$ cat src/rtl/conv_seq_pkg.sv
// Shared types and helpers for the convolution sequencer slice.
package conv_seq_pkg;

  typedef enum logic [1:0] {
    LOAD    = 2'd0,
    COMPUTE = 2'd1,
    DRAIN   = 2'd2,
    OUTPUT  = 2'd3
  } state_t;

  // Number of dot products produced from one frame.
  function automatic int num_y(input int lenx, input int lenf);
    return lenx - lenf + 1;
  endfunction

  // Bits needed for a counter that walks 0 .. n-1 (never less than one).
  function automatic int cnt_width(input int n);
    return (n <= 2) ? 1 : $clog2(n);
  endfunction

endpackage

$ cat src/rtl/conv_seq_lat_pipe.sv
// Delay line aligning {issue, first} with operands arriving at the accumulator.
module conv_seq_lat_pipe
#(
  parameter int unsigned DEPTH = 1
)
(
  input  logic clk,
  input  logic rst_n,
  input  logic i_issue,
  input  logic i_first,
  output logic o_issue,
  output logic o_first
);

  logic [1:0] r_sr [DEPTH];

  // Shift {issue, first} one stage per cycle; reset empties the pipe.
  always_ff @(posedge clk or negedge rst_n) begin
    if (!rst_n) begin
      for (int unsigned i = 0; i < DEPTH; i++) begin
        r_sr[i] <= '0;
      end
    end else begin
      r_sr[0] <= {i_issue, i_first};
      for (int unsigned i = 1; i < DEPTH; i++) begin
        r_sr[i] <= r_sr[i-1];
      end
    end
  end

  assign o_issue = r_sr[DEPTH-1][1];
  assign o_first = r_sr[DEPTH-1][0];

endmodule

$ cat src/rtl/conv_sequencer.sv
// Control FSM for the streaming 1-D convolution datapath.
// Loads LENX samples into x memory, then sequences LENX-LENF+1 dot products.
// Optional performance counters are built when CONV_SEQ_PERF_EN is defined.
module conv_sequencer
  import conv_seq_pkg::*;
#(
  parameter int LENX    = 8,
  parameter int LENF    = 4,
  parameter int ADDRX   = 3,
  parameter int ADDRF   = 2,
  parameter int MAC_LAT = 1
)
(
  input  logic             clk,
  input  logic             reset,
  input  logic             s_valid_x,
  output logic             s_ready_x,
  output logic             x_wr_en,
  output logic [ADDRX-1:0] x_addr,
  output logic [ADDRF-1:0] f_addr,
  output logic             acc_en,
  output logic             acc_clr,
  output logic             m_valid_y,
  input  logic             m_ready_y,
  output logic             busy
`ifdef CONV_SEQ_PERF_EN
  ,
  output logic [31:0]      stall_cnt,
  output logic [31:0]      y_cnt
`endif
);

  localparam int NUM_Y = num_y(LENX, LENF);
  localparam int DW    = cnt_width(MAC_LAT);

  localparam logic [ADDRX-1:0] LAST_WR    = ADDRX'(LENX - 1);
  localparam logic [ADDRX-1:0] LAST_BASE  = ADDRX'(NUM_Y - 1);
  localparam logic [ADDRF-1:0] LAST_TAP   = ADDRF'(LENF - 1);
  localparam logic [DW-1:0]    LAST_DRAIN = DW'(MAC_LAT - 1);

  state_t           r_state;
  logic [ADDRX-1:0] r_wr_cnt;
  logic [ADDRX-1:0] r_base;
  logic [ADDRF-1:0] r_tap;
  logic [DW-1:0]    r_drain;

  logic w_ld_hs;
  logic w_y_hs;
  logic w_issue;
  logic w_first;
  logic w_d_issue;
  logic w_d_first;

  // s_ready_x is gated by reset so every output reads 0 while reset is held.
  assign s_ready_x = (r_state == LOAD) & reset;
  assign x_wr_en   = s_valid_x & s_ready_x;
  assign w_ld_hs   = x_wr_en;
  assign m_valid_y = (r_state == OUTPUT);
  assign w_y_hs    = m_valid_y & m_ready_y;
  assign busy      = (r_state != LOAD);

  // r_tap stays at its last value after COMPUTE, so addresses hold through DRAIN/OUTPUT.
  assign x_addr  = (r_state == LOAD) ? r_wr_cnt : (r_base + ADDRX'(r_tap));
  assign f_addr  = r_tap;
  assign w_issue = (r_state == COMPUTE);
  assign w_first = (r_tap == '0);

  conv_seq_lat_pipe #(
    .DEPTH (MAC_LAT)
  ) u_lat_pipe (
    .clk     (clk),
    .rst_n   (reset),
    .i_issue (w_issue),
    .i_first (w_first),
    .o_issue (w_d_issue),
    .o_first (w_d_first)
  );

  assign acc_en  = w_d_issue;
  assign acc_clr = w_d_issue & w_d_first;

  // Frame sequencing: load, per-output compute/drain, then output handshake.
  always_ff @(posedge clk or negedge reset) begin
    if (!reset) begin
      r_state  <= LOAD;
      r_wr_cnt <= '0;
      r_base   <= '0;
      r_tap    <= '0;
      r_drain  <= '0;
    end else begin
      case (r_state)
        LOAD: begin
          if (w_ld_hs) begin
            if (r_wr_cnt == LAST_WR) begin
              r_state  <= COMPUTE;
              r_wr_cnt <= '0;
              r_tap    <= '0;
            end else begin
              r_wr_cnt <= r_wr_cnt + ADDRX'(1);
            end
          end
        end
        COMPUTE: begin
          if (r_tap == LAST_TAP) begin
            r_state <= DRAIN;
            r_drain <= '0;
          end else begin
            r_tap <= r_tap + ADDRF'(1);
          end
        end
        DRAIN: begin
          if (r_drain == LAST_DRAIN) begin
            r_state <= OUTPUT;
          end else begin
            r_drain <= r_drain + DW'(1);
          end
        end
        OUTPUT: begin
          if (w_y_hs) begin
            if (r_base == LAST_BASE) begin
              r_base  <= '0;
              r_state <= LOAD;
            end else begin
              r_base  <= r_base + ADDRX'(1);
              r_tap   <= '0;
              r_state <= COMPUTE;
            end
          end
        end
        default: r_state <= LOAD;
      endcase
    end
  end

`ifdef CONV_SEQ_PERF_EN
  logic [31:0] r_stall_cnt;
  logic [31:0] r_y_cnt;

  // Saturating stall and output counters, cleared only by reset.
  always_ff @(posedge clk or negedge reset) begin
    if (!reset) begin
      r_stall_cnt <= '0;
      r_y_cnt     <= '0;
    end else begin
      if (m_valid_y && !m_ready_y && (r_stall_cnt != '1)) begin
        r_stall_cnt <= r_stall_cnt + 32'd1;
      end
      if (w_y_hs && (r_y_cnt != '1)) begin
        r_y_cnt <= r_y_cnt + 32'd1;
      end
    end
  end

  assign stall_cnt = r_stall_cnt;
  assign y_cnt     = r_y_cnt;
`endif

endmodule

$ cat config.mk
export PLATFORM = sky130hd
export DESIGN_NAME = conv_sequencer
export DESIGN_NICKNAME = d
export VERILOG_FILES = /design/src/rtl/conv_seq_pkg.sv /design/src/rtl/conv_seq_lat_pipe.sv /design/src/rtl/conv_sequencer.sv
export SDC_FILE = /design/constraint.sdc
export NUM_CORES = 1
export LEC_CHECK = 0
export CAP_MARGIN = 10
export CORE_ASPECT_RATIO = 1.25
export CORE_UTILIZATION = 45
export DETAILED_ROUTE_END_ITERATION = 16
export PLACE_DENSITY = 0.7
export SYNTH_ARGS = -nofsm -noshare
export SYNTH_HDL_FRONTEND = slang
export SYNTH_SLANG_ARGS = --single-unit
$ cat constraint.sdc
create_clock -name clk -period 2.2 [get_ports clk]
set_input_delay 0.33 -clock clk [delete_from_list [all_inputs] [get_ports clk]]
set_output_delay 0.33 -clock clk [all_outputs]
set_load 0.02 [all_outputs]
==> results.txt <==
- Max Clk Rate: 474 MHz
* Max capacitance violation total: 0
- 15 I/O pins were placed.
* Layout-stage area growth over the synthesis result: 30.2%
- Max Slew Vio Count: 0
- Post-CTS Hold Fix Bufs: 0
* Gr usage total: 19.2%
- CP max stage delay: 590 ps
* H-Tree Depth: 1
- Summing internal, switching and leakage power gives 1520 uW.
- Total length of routed wires: 1560 um
* Largest net degree at the start of global routing: 9
* RSZ-0062 raised after global routing: no
- Critical Path Source Type: flop
- Slowest library cell on the worst path: sky130_fd_sc_hd__clkdlybuf4s50_1
- Counting every net in the synthesized netlist gives 92.
* Gp weighted congestion: 0.721
- Subtracting the final worst setup slack from the clock period gives 2110 ps.
- The routed layout has 605 vias.
- Synthesized area: 805 sq um
- Headroom to the max-slew limit came out at 74.5%.
- Number of antenna violations at the first check in global routing: 0
* Fraction of the yosys area taken by sequential cells: 37.3%
* Worst-Margin Slew: 383 ps
- Before antenna repair, the detailed router went through 4 iterations.
- Wire length of the first global-routing pass: 2620 um
* 1st-iter DRT viols: 11
- 0 antenna diodes ended up in the layout.
- Number of clock sinks seen by CTS: 12
* Final Hold Vio Count: 0
- Vertical extent of the die: 49.3 um
- CTS tree: yes
- Critical path required time: 1870 ps
* # rows: 16
* Worst-skew pair later-pin latency: 270 ps
* Total Die Area: 1960 sq um
- STA classifies the critical path endpoint as an output port.
- For this run, design rule violations remaining after detail routing come to 0.
- Clock tree synthesis selected as its root buffer the cell sky130_fd_sc_hd__clkbuf_4.
- The number of setup buffers added after CTS is 0.
- In the final design database the tool counted 117 nets.
- Number of setup violations in the final report: 0
- Average footprint of a synthesized cell: 10.7 sq um
- Clk_skew: 0.498 ps
* Total negative setup slack: 0 ps
- Maximum resistive drop on vdd: 659 uV
* Leak pwr: 0.000540 uW
- Gate Count Post-Synth: 75
* Via count of the first global-routing pass: 620
- Type of the most critical hold path: input pin to async pin
- Clock-pin slew of the registers on the worst-case setup and hold paths: 80 ps
- The run finished with clean final reports.
* Number of buffers added on ports: 14
* Share of the clock period used by the worst path: 96.0%
- Of the cells placed in the final design, the portion with a size suffix greater than 1 is 24.2%.
* Avg Vias per Cell: 5.17
- Synthesis-stage register bit count: 12
- The number of different library cells used by synthesis comes to 26.
* Number of fill cells in the layout: 136
* Data arrival time of the worst path: 1780 ps
- WL per Instance: 13.3 um
* PwrDens: 1450 nW/um^2
* Clock Path Buffers: 2
- CORE AREA: 1620 sq um
* Peak fanout along the critical path: 5
- The total overflow left after global routing is 0.
- TritonCTS created 3 clock buffers.
- Once detail routing completed, the nets flagged for antenna violations numbered 0.
- Critical path class: flop to output port
- Starting density of the core: 49.6%
* Sequence of cells on the critical path: inv_1 > ha_2 > and2_2 > clkdlybuf4s50_1
* Count of yosys warnings during synthesis: 0
- Estimated wirelength of the detail-placed design: 1280 um
- Overall die width: 39.8 um
[synthesized netlist by cell type (all sizes together)]
library cell | instances | share of area, %
a2111oi | 1 | 3.4
a21o | 2 | 1.9
a221oi | 1 | 1.9
a311oi | 1 | 1.1
and2 | 2 | 1.7
and2b | 1 | 0.93
and3 | 2 | 1.7
buf | 1 | 0.62
dfrtp | 12 | 37
fa | 1 | 2.5
ha | 12 | 19
inv | 9 | 4.2
mux2 | 4 | 5.6
mux2i | 3 | 3.7
nand2 | 8 | 3.7
nand2b | 1 | 0.78
nand3 | 2 | 1.2
nand4 | 2 | 2.3
nor2 | 1 | 0.47
nor2b | 1 | 0.78
nor3 | 1 | 0.62
o21ai | 6 | 3.7
xnor2 | 1 | 1.1
[power by group]
group | switching, uW | internal (uW)
Combinational | 493 | 461
Sequential | 75.9 | 313
Clock | 73.9 | 101
[timing repair]
action	CTS	global route
resized for setup	7	4
endpoints found under the setup margin	3	4
endpoints found under the hold margin	0	0
[path summary, 6_finish.rpt]
path,from,end,slack [ps],cells after the start
setup / recovery,r_state[1],s_ready_x,90,4
hold / removal,reset,r_state[1],460,2
setup reg to reg,r_state[0],r_state[1],420,5
hold reg to reg,r_wr_cnt[1],r_wr_cnt[1],520,2
max in group asynchronous,reset,r_base[0],1610,2
min in group clk,r_wr_cnt[1],r_wr_cnt[1],520,2
[registers in the layout, summed over array words and instances, names as in the netlist]
| register | cells |
|---|---|
| r_base | 3 |
| f_addr | 2 |
| r_state | 2 |
| u_lat_pipe.r_sr | 2 |
| r_wr_cnt | 3 |
[critical path: cells and delay by family, from the launching register on]
family	cells	cell delay [ps]
adders and majority gates	1	230
buffers and inverters	2	720
DFF	1	420
and+or+nand+nor	1	140
[metrics by stage]
step | utilization, % | area [sq um] | setup WS [ps] | hold slack (ps) | std cells
after floorplan | - | 805 | 193 | 34.4 | 75
after global placement | 62.6 | 1010 | 42.0 | 495 | 113
after detailed placement | 62.6 | 1010 | 2.18 | 508 | 113
after CTS | 64.8 | 1050 | 2.71 | 455 | 117
after global routing | 64.6 | 1050 | 21.7 | 480 | 117
final | 64.6 | 1050 | 89.1 | 457 | 117
[cells in the final DEF (no fill, tap or decap), drive strengths merged]
master          n
nand2           8
clkbuf          6
a2111oi         1
and2            2
dlygate4sd2     1
nor2            1
nand4           2
and3            2
nand2b          1
buf             7
ha             12
nor3            1
mux2            4
a311oi          1
o21ai           6
nor2b           1
nand3           2
inv             9
a221oi          1
a21o            2
and2b           1
dlymetal6s2s    1
xnor2           1
mux2i           3
fa              1
dfrtp          12
clkdlybuf4s50  10
[cell type report]
class | instances | area (sq um) | share of cell area (%)
Clock buffer | 4 | 36.3 | 3.46
Inverter | 9 | 33.8 | 3.23
Multi-Input combinational cell | 53 | 470 | 44.9
Sequential cell | 12 | 300 | 28.7
Tap cell | 18 | 22.5 | 2.15
Timing Repair Buffer | 21 | 184 | 17.6
[metal layers]
| metal | up-vias | part of all wire (%) | global-route usage, % |
|---|---|---|---|
| met4 | 0 | 0.45 | 5.17 |
| met2 | 14 | 52 | 33.6 |
| met3 | 2 | 4.2 | 2.74 |
| li1 | 306 | - | - |
| met5 | - | 0 | 0 |
| met1 | 283 | 44 | 22.9 |
[kinds of logic after synthesis]
| family | count (synthesis) | share of synthesized area (%) |
|---|---|---|
| fa+ha+maj | 13 | 21.2 |
| buf+inv | 10 | 4.82 |
| compound gates | 11 | 12.0 |
| simple gates | 21 | 14.3 |
| flops | 12 | 37.3 |
| xor+xnor | 1 | 1.09 |
| mux | 7 | 9.33 |
(Power assumes the default switching activity.)
